[config.mk]
export PLATFORM = sky130hd
export DESIGN_NAME = div_unit
export DESIGN_NICKNAME = d
export VERILOG_FILES = /design/src/rtl/div_unit.sv
export SDC_FILE = /design/constraint.sdc
export NUM_CORES = 1
export LEC_CHECK = 0
export CORE_MARGIN = 1
export CORE_UTILIZATION = 70
export DETAILED_ROUTE_END_ITERATION = 8
export DONT_BUFFER_PORTS = 1
export GPL_TIMING_DRIVEN = 1
export PLACE_DENSITY = 0.88
export SYNTH_ARGS = -nofsm -noshare
export SYNTH_HDL_FRONTEND = slang
export SYNTH_SLANG_ARGS = --single-unit
export TNS_END_PERCENT = 100
[constraint.sdc]
create_clock -name clk -period 17.25 [get_ports clk]
set_clock_uncertainty 0.2 [all_clocks]
set_input_delay 1.725 -clock clk [delete_from_list [all_inputs] [get_ports clk]]
set_output_delay 1.725 -clock clk [all_outputs]
set_load 0.005 [all_outputs]
[src/rtl/div_unit.sv]
// Iterative restoring divider for RV M-extension DIV/DIVU/REM/REMU.
// One quotient bit per cycle; divide-by-zero and signed overflow bypass the loop.
module div_unit #(
    parameter int WIDTH = 32,
    parameter int CNT_W = 6
) (
    input  logic             clk,
    input  logic             rst,
    input  logic             in_valid,
    output logic             in_ready,
    input  logic [1:0]       in_op,
    input  logic [WIDTH-1:0] in_dividend,
    input  logic [WIDTH-1:0] in_divisor,
    output logic             out_valid,
    input  logic             out_ready,
    output logic [WIDTH-1:0] out_result,
    input  logic             flush
);

    typedef enum logic [1:0] {IDLE, CALC, FAST, DONE} state_t;

    localparam logic [WIDTH-1:0] MIN_VAL = {1'b1, {(WIDTH-1){1'b0}}};

    state_t           state_q;
    logic [CNT_W-1:0] cnt_q;
    logic [WIDTH-1:0] rem_q, quo_q, dvs_q, result_q;
    logic             op_rem_q, neg_quo_q, neg_rem_q, out_valid_q;

    logic             signed_op, sgn_a, sgn_b;
    logic [WIDTH:0]   shifted_d, trial_d;
    logic             take_d;
    logic [WIDTH-1:0] rem_d, quo_d;

    function automatic logic [WIDTH-1:0] neg_if(input logic [WIDTH-1:0] v, input logic n);
        return n ? -v : v;
    endfunction

    assign in_ready   = (state_q == IDLE);
    assign out_valid  = out_valid_q;
    assign out_result = result_q;

    assign signed_op = ~in_op[0];
    assign sgn_a     = signed_op & in_dividend[WIDTH-1];
    assign sgn_b     = signed_op & in_divisor[WIDTH-1];

    // One restoring step: the (WIDTH+1)-bit difference's MSB is the borrow.
    assign shifted_d = {rem_q, quo_q[WIDTH-1]};
    assign trial_d   = shifted_d - {1'b0, dvs_q};
    assign take_d    = ~trial_d[WIDTH];
    assign rem_d     = take_d ? trial_d[WIDTH-1:0] : shifted_d[WIDTH-1:0];
    assign quo_d     = {quo_q[WIDTH-2:0], take_d};

    always_ff @(posedge clk or posedge rst) begin
        if (rst) begin
            state_q     <= IDLE;
            cnt_q       <= '0;
            rem_q       <= '0;
            quo_q       <= '0;
            dvs_q       <= '0;
            result_q    <= '0;
            op_rem_q    <= 1'b0;
            neg_quo_q   <= 1'b0;
            neg_rem_q   <= 1'b0;
            out_valid_q <= 1'b0;
        end else if (flush) begin
            state_q     <= IDLE;
            out_valid_q <= 1'b0;
        end else begin
            case (state_q)
                IDLE: begin
                    if (in_valid) begin
                        op_rem_q  <= in_op[1];
                        neg_quo_q <= sgn_a ^ sgn_b;
                        neg_rem_q <= sgn_a;
                        rem_q     <= '0;
                        quo_q     <= neg_if(in_dividend, sgn_a);
                        dvs_q     <= neg_if(in_divisor, sgn_b);
                        if (in_divisor == '0) begin
                            result_q <= in_op[1] ? in_dividend : '1;
                            state_q  <= FAST;
                        end else if (signed_op && in_dividend == MIN_VAL && in_divisor == '1) begin
                            result_q <= in_op[1] ? '0 : MIN_VAL;
                            state_q  <= FAST;
                        end else begin
                            cnt_q   <= CNT_W'(WIDTH);
                            state_q <= CALC;
                        end
                    end
                end
                CALC: begin
                    rem_q <= rem_d;
                    quo_q <= quo_d;
                    cnt_q <= cnt_q - CNT_W'(1);
                    if (cnt_q == CNT_W'(1)) begin
                        result_q    <= op_rem_q ? neg_if(rem_d, neg_rem_q) : neg_if(quo_d, neg_quo_q);
                        out_valid_q <= 1'b1;
                        state_q     <= DONE;
                    end
                end
                FAST: begin
                    out_valid_q <= 1'b1;
                    state_q     <= DONE;
                end
                DONE: begin
                    if (out_ready) begin
                        out_valid_q <= 1'b0;
                        state_q     <= IDLE;
                    end
                end
                default: state_q <= IDLE;
            endcase
        end
    end

endmodule
==> metrics.md, run 1 <==
| Metric | Value |
|---|---|
| Result of the run | `finished clean` |
| Longest Clk Path Bufs | `2` |
| Number of endpoints with negative hold slack in the final report | `0` |
| Crit path launch | `quo_q[31]` |
| Clock Tree Root | `sky130_fd_sc_hd__clkbuf_16` |
| Mean instance size in the synthesized netlist | `7.654 sq um` |
| FF+latch count, synth | `140` |
| Fraction of final layout cells with drive strength greater than 1 | `0.05592` |
| Cell Count Post-Placement | `1726` |
| Final wirelength | `37800 um` |
| Total via count in the routed design | `12470` |
| Die Width | `133.6 um` |
| Element type at the critical path start | `flop` |
| Peak ir drop on the vdd network | `0.2366 mV` |
| Sequential fraction of the synthesis area | `0.2891` |
| Routed wire per std cell | `21.50 um` |
| Die Y | `133.6 um` |
| Commonest non-fill, non-tap cell in the layout | `sky130_fd_sc_hd__o21ai_0` |
| Most used DFF post-synth | `sky130_fd_sc_hd__dfrtp_1` |
| Antenna cell count | `0` |
| Last weighted congestion value of the routability-driven placer | `1.032` |
| Maximum frequency from static timing analysis | `155.9 MHz` |
| I/O pin cnt | `105` |
| Critical hold path startpoint | `dvs_q[9]` |
| Area growth from synthesis to final layout | `5.050%` |
| Number of instances in the synthesized netlist | `1583` |
| Power density cells | `155.0 nW/um^2` |
| Top library cells by usage in the layout, fill and taps aside | `210 x sky130_fd_sc_hd__o21ai_0, 200 x sky130_fd_sc_hd__nand2_1, 140 x sky130_fd_sc_hd__dfrtp_1, 133 x sky130_fd_sc_hd__nor2_1, 128 x sky130_fd_sc_hd__a21oi_1` |
| Post-CTS Setup Repair Bufs | `0` |
| Reg2Reg Launch Point | `quo_q[31]` |
| Critical path arrival | `6.59 ns` |
| Iteration-0 DRC count of the detailed router | `1714` |
| Standard cell area after detailed placement | `12110 sq um` |
| Number of enable-type register cells in the synthesized netlist | `0` |
| Cell types with the largest area share after synthesis | `sky130_fd_sc_hd__dfrtp_1 29%, sky130_fd_sc_hd__o21ai_0 8.7%, sky130_fd_sc_hd__nand2_1 6.2%` |
| CTS tree | `built` |
| Vias in the first global route | `11510` |
| Finished Cell Area | `12730 sq um` |
| Ratio of routed vias to standard cells | `7.092` |
| Aggregate negative setup slack | `0 ns` |
| Top-area cell type share of the netlist area | `0.2891` |
| Placed wire-length estimate after detailed placement | `26710 um` |
| Initial antenna violation count | `0` |
| Die area | `17840 sq um` |
| TritonCTS Sinks | `140` |
| Path type of the worst setup path | `flop to flop` |
| Post-synth design cell area | `12120 sq um` |
| Crit path max fanout | `39` |
| Antenna Violating Nets Remaining | `0` |
| Number of buffers added by the clock tree synthesis step | `17` |
| Max-capacitance violation count | `0` |
| Setup repair after global routing missed its margin | `no` |
| Global-route wire length before repair | `59130 um` |
| Worst setup timing slack at the placement stage | `11.02 ns` |
| Minimum clock period | `6.416 ns` |
| Count of H-tree levels built during CTS | `4` |
| Layout filler cell count | `1230` |
| Static Leak | `5.107 nW` |
| Required time at the worst-slack endpoint | `17.42 ns` |
| Clock insertion delay at the later pin of the skew report | `0.45 ns` |
| Setup-violating endpoint count in the final report | `0` |
| Post-Synthesis Net Count | `1697` |
| Final count of pins violating max slew | `0` |
| Number of hold buffers added after cts | `0` |
| Synth warn | `0` |
| Rel. slew slack | `0.2611` |
| Proportion of synthesized flip-flops having asynchronous set or reset | `1.000` |
| Yosys top cell by area | `sky130_fd_sc_hd__dfrtp_1` |
| Worst path setup slack after routing | `10.83 ns` |
| Grt ovf | `0` |
| Total iterations of the first detailed-routing run | `9` |
| Final cycle utilization of the critical path | `0.3719` |
| Number of distinct library cell variants in the gate-level netlist after synthesis | `88` |
| Residual DRC | `0` |
| Slew of the pin with the lowest slew margin | `1.108 ns` |
| GRT Total Usage | `0.4235` |
| Type of destination of the critical path | `flop` |
| Number of standard-cell rows in the floorplan | `47` |
| Starting density of the core | `0.7230` |
| # nets final | `1639` |
| Largest net degree at the start of global routing | `97` |
| Placeable core region | `16760 sq um` |
| Clock edge transition at the registers on the reported setup and hold paths | `0.06 ns` |
| Port Buffer Count | `0` |
| Cells resized by post-CTS repair | `0` |
| Worst hold-check path type | `flop to flop` |
| Number of standard cells in the layout, taps in and fillers out | `1758` |
-- cell usage after synthesis, types with 17 or more instances --
cell	n
sky130_fd_sc_hd__nor2_1	133
sky130_fd_sc_hd__o21ai_0	210
sky130_fd_sc_hd__or3_1	29
sky130_fd_sc_hd__xor2_1	63
sky130_fd_sc_hd__nand3_1	17
sky130_fd_sc_hd__dfrtp_1	140
sky130_fd_sc_hd__buf_2	17
sky130_fd_sc_hd__a21oi_1	128
sky130_fd_sc_hd__nand2_1	200
sky130_fd_sc_hd__clkbuf_1	58
sky130_fd_sc_hd__xnor2_1	71
sky130_fd_sc_hd__nand4_1	20
sky130_fd_sc_hd__nor4_1	23
sky130_fd_sc_hd__a31oi_1	21
sky130_fd_sc_hd__nor3_1	34
sky130_fd_sc_hd__inv_1	69
sky130_fd_sc_hd__mux2i_1	31
sky130_fd_sc_hd__o31ai_1	29
sky130_fd_sc_hd__ha_1	42
-- metal layers --
metal,vias to the layer above,track usage,share of wire
met3,173,0.1081,0.12
met4,0,0.1982,0.044
met2,884,0.6696,0.45
li1,5587,-,-
met1,5823,0.5435,0.39
met5,-,0,0
-- cell families after synthesis --
family / synth area share
XOR/XNOR: 0.09686
flip-flops: 0.2891
buffers and inverters: 0.05256
multiplexers: 0.03119
AO/OA/AOI/OAI: 0.2670
adder cells (fa/ha/maj): 0.04502
AND/OR/NAND/NOR: 0.2182
-- path summary, 6_finish.rpt --
path / endpoint / slack, ns / cells past startpoint
min in group asynchronous: quo_q[31] / 1.02 / 1
worst max register to register: out_result[26] / 10.83 / 23
worst min-delay path: dvs_q[9] / 0.28 / 2
worst max-delay path: out_result[26] / 10.83 / 23
worst min register to register: dvs_q[9] / 0.28 / 2
max in group asynchronous: out_result[19] / 14.37 / 2
-- cell type report --
type	instances	area (sq um)	share of cell area
tap	220	275.3	0.02163
sequential	140	3503	0.2752
inverter	71	271.5	0.02133
clock inverter	14	183.9	0.01445
multi-input combinational	1285	7980	0.6270
timing repair buffer	10	75.07	0.005898
clock buffer	18	439.2	0.03450
-- power breakdown --
part	switching (W)	leakage (nW)	internal, W
combinational	0.000635	3.01	0.000344
clock	0.000163	0.304	0.000235
sequential	0.000145	1.79	0.000451
total	0.000943	5.11	0.00103
-- critical path, cell delays in order, from the launching register on --
cell                        delay (ns)
sky130_fd_sc_hd__dfrtp_1          0.40
sky130_fd_sc_hd__inv_1            0.11
sky130_fd_sc_hd__ha_1             0.17
sky130_fd_sc_hd__inv_1            0.05
sky130_fd_sc_hd__fa_1             0.46
sky130_fd_sc_hd__a211oi_2         0.31
sky130_fd_sc_hd__o21ai_2          0.20
sky130_fd_sc_hd__o211ai_2         0.26
sky130_fd_sc_hd__a2111oi_4        0.13
sky130_fd_sc_hd__o31a_2           0.46
sky130_fd_sc_hd__nor2_8           0.59
sky130_fd_sc_hd__inv_2            0.48
sky130_fd_sc_hd__a21oi_1          0.31
sky130_fd_sc_hd__ha_1             0.22
sky130_fd_sc_hd__nand3b_1         0.10
sky130_fd_sc_hd__or2_2            0.31
sky130_fd_sc_hd__nor2_1           0.17
sky130_fd_sc_hd__nand2_1          0.07
sky130_fd_sc_hd__a21oi_1          0.13
sky130_fd_sc_hd__a31oi_1          0.11
sky130_fd_sc_hd__nor3_1           0.42
sky130_fd_sc_hd__a31o_2           0.22
sky130_fd_sc_hd__mux2_2           0.33
sky130_fd_sc_hd__nor2_1           0.10
-- state kept, by name, summed over array words and instances, names as in the netlist --
| name | flops |
|---|---|
| cnt_q | 6 |
| dvs_q | 32 |
| neg_quo_q | 1 |
| neg_rem_q | 1 |
| op_rem_q | 1 |
| out_result | 32 |
| out_valid | 1 |
| quo_q | 32 |
| rem_q | 32 |
| state_q | 2 |
-- stage by stage --
step           hold WS, ns  power, W  utilization
6_report            0.2831  0.001973       0.7595
5_1_grt             0.2988  0.002079       0.7595
4_1_cts             0.2845  0.001931       0.7595
3_5_place_dp        0.2703  0.001520       0.7223
3_3_place_gp        0.2608  0.001485       0.7223
2_1_floorplan       0.2498  0.001289            -
No activity file was read; power rests on OpenSTA's default activity.
==> inputs of run 2 (changes only) <==
--- a/config.mk
+++ b/config.mk
@@ -6,11 +6,11 @@
 export NUM_CORES = 1
 export LEC_CHECK = 0
 export CORE_MARGIN = 1
-export CORE_UTILIZATION = 70
+export CORE_UTILIZATION = 59
 export DETAILED_ROUTE_END_ITERATION = 8
 export DONT_BUFFER_PORTS = 1
 export GPL_TIMING_DRIVEN = 1
-export PLACE_DENSITY = 0.88
+export PLACE_DENSITY = 0.8
 export SYNTH_ARGS = -nofsm -noshare
 export SYNTH_HDL_FRONTEND = slang
 export SYNTH_SLANG_ARGS = --single-unit
==> constraint.sdc (replaced) <==
create_clock -name clk -period 5.88 [get_ports clk]
set_clock_uncertainty 0.2 [all_clocks]
set_input_delay 0.588 -clock clk [delete_from_list [all_inputs] [get_ports clk]]
set_output_delay 0.588 -clock clk [all_outputs]
set_load 0.005 [all_outputs]
==> metrics.md, run 2 (synthesis gave the netlist of run 1 again) <==
| Metric | Value |
|---|---|
| Power Internal | `0.003011 W` |
| Aggregate negative setup slack | `0 ns` |
| Result of the run | `finished clean` |
| End point of the most critical hold path | `out_valid` |
| Global-route wire length before repair | `60000 um` |
| Delay-heaviest family, CP | `compound AO/OA/AOI/OAI gates` |
| Cell chain of the critical path | `ha_1 > o21ai_0 > a211oi_1 > o211ai_2 > a2111oi_4 > o31a_2 > nor2_8 > inv_2 > nor2_1 > a21oi_1 > ha_1 > nand3_1 > nor4_1 > a31oi_1 > nor3_1 > a31o_2 > mux2_2 > nor2_1` |
| Worst setup timing slack at the placement stage | `0.4223 ns` |
| Hold path depth | `1` |
| Final cycle utilization of the critical path | `0.9379` |
| Maximum frequency from static timing analysis | `181.3 MHz` |
| Minimum clock period | `5.515 ns` |
| Element type at the critical path start | `flop` |
| Standard cell area after detailed placement | `12210 sq um` |
| Worst reg2reg setup slack | `0.37 ns` |
| Vias in the first global route | `11350` |
| Die Y | `145.3 um` |
| Number of buffers added by the clock tree synthesis step | `17` |
| Rel. slew slack | `0.2694` |
| Routed wire per std cell | `20.59 um` |
| Finished Cell Area | `12830 sq um` |
| Static Leak | `5.121 nW` |
| Commonest non-fill, non-tap cell in the layout | `sky130_fd_sc_hd__o21ai_0` |
| Type of destination of the critical path | `flop` |
| Number of endpoints with negative hold slack in the final report | `0` |
| Iteration-0 DRC count of the detailed router | `1422` |
| Post-Route Utilization | `0.6360` |
| Path type of the worst setup path | `flop to flop` |
| Setup repair after global routing missed its margin | `no` |
| Power density cells | `445.9 nW/um^2` |
| Peak ir drop on the vdd network | `0.4365 mV` |
| Hold slack final | `0.01525 ns` |
| Critical hold path startpoint | `flush` |
| TritonCTS Sinks | `140` |
| Area growth from synthesis to final layout | `5.876%` |
| Final count of pins violating max slew | `0` |
| CTS tree | `built` |
| Crit-path max cell delay | `0.54 ns` |
| Largest net degree at the start of global routing | `96` |
| Total via count in the routed design | `12110` |
| Ratio of routed vias to standard cells | `6.682` |
| Worst hold-check path type | `primary input to flop` |
| Placed wire-length estimate after detailed placement | `27630 um` |
| Clock edge transition at the registers on the reported setup and hold paths | `0.07 ns` |
| Wire length on met1 | `15300 um` |
| Starting density of the core | `0.6007` |
| Number of standard-cell rows in the floorplan | `52` |
| P_sw | `0.002710 W` |
| Cells on worst reg2reg path | `18` |
| # nets final | `1644` |
| Critical path arrival | `5.68 ns` |
| Last weighted congestion value of the routability-driven placer | `1.000` |
| Share of power burned in combinational logic | `0.499` |
| Initial antenna violation count | `0` |
| Fraction of final layout cells with drive strength greater than 1 | `0.05707` |
| Layout filler cell count | `1798` |
| Placeable core region | `20170 sq um` |
| Switching part of the total power | `0.4737` |
| Longest Clk Path Bufs | `2` |
| Top library cells by usage in the layout, fill and taps aside | `210 x sky130_fd_sc_hd__o21ai_0, 200 x sky130_fd_sc_hd__nand2_1, 140 x sky130_fd_sc_hd__dfrtp_1, 133 x sky130_fd_sc_hd__nor2_1, 128 x sky130_fd_sc_hd__a21oi_1` |
| Die area | `21110 sq um` |
| Die Width | `145.3 um` |
| Port Buffer Count | `0` |
| Grt ovf | `0` |
| Capture point of the worst reg-to-reg path | `out_result[26]` |
| Clock insertion delay at the later pin of the skew report | `0.43 ns` |
| Slew of the pin with the lowest slew margin | `1.096 ns` |
| GRT Total Usage | `0.3568` |
| Buffers plus inverters on the worst setup path | `1` |
| Crit path max fanout | `11` |
| Worst path setup slack after routing | `0.3651 ns` |
| Required time at the worst-slack endpoint | `6.05 ns` |
| Total iterations of the first detailed-routing run | `6` |
| Antenna Violating Nets Remaining | `0` |
| Count of H-tree levels built during CTS | `4` |
| Crit path max-delay cell type | `sky130_fd_sc_hd__ha_1` |
| Setup-violating endpoint count in the final report | `0` |
| Final wirelength | `37310 um` |
| Residual DRC | `0` |
| I/O pin cnt | `105` |
| Antenna cell count | `0` |
| Highest routing layer actually used | `met4` |
| Reg2Reg Launch Point | `rem_q[6]` |
| Clock Tree Root | `sky130_fd_sc_hd__clkbuf_16` |
| Sequential share of power | `0.304` |
| Total met2 wirelength after detailed routing | `16760 um` |
| Post-CTS Setup Repair Bufs | `0` |
| Max-capacitance violation count | `0` |
| Share of total power in the clock network | `0.198` |
| Wire length on met3 | `3782 um` |
run 2: power by group through the flow:
stage	clock network (W)	logic, W	registers (W)
final	0.00113	0.00285	0.00174
after global routing	0.00117	0.00314	0.00178
after CTS	0.00113	0.00279	0.00172
after detailed placement	0	0.00276	0.00173
after floorplan	0	0.00221	0.00158
after global placement	0	0.00270	0.00171
run 2: layer usage:
metal,GRT usage,vias to the layer above
met5,0,-
met1,0.4743,5716
met4,0.1600,0
met3,0.09465,124
met2,0.5454,669
li1,-,5598
run 2: worst max path at each step:
stage,endpoint,depth (start not counted),startpoint
6_report,out_result[26],18,rem_q[6]
3_3_place_gp,out_result[26],24,quo_q[31]
2_1_floorplan,out_result[26],28,quo_q[31]
3_5_place_dp,out_result[26],21,quo_q[31]
5_1_grt,out_result[26],21,rem_q[22]
4_1_cts,out_result[26],21,quo_q[31]
run 2: cell type report:
| type | count | area (sq um) | share of cell area |
|---|---|---|---|
| clock buffer | 21 | 470.5 | 0.03667 |
| clock inverter | 10 | 128.9 | 0.01005 |
| inverter | 71 | 271.5 | 0.02116 |
| multi-input combinational | 1285 | 7989 | 0.6227 |
| sequential | 140 | 3503 | 0.2731 |
| tap | 270 | 337.8 | 0.02633 |
| timing repair buffer | 15 | 127.6 | 0.009948 |
run 2: repair_timing:
item                                    4_1_cts  5_1_grt
endpoints found under the hold margin        56        0
endpoints found under the setup margin        0        1
resized for setup                             0        1
hold buffers                                  1        0
run 2: stage by stage:
stage	instances	total power, W
after floorplan	1583	0.003783
after global placement	1780	0.004405
after detailed placement	1780	0.004489
after CTS	1812	0.005636
after global routing	1812	0.006083
final	1812	0.005720
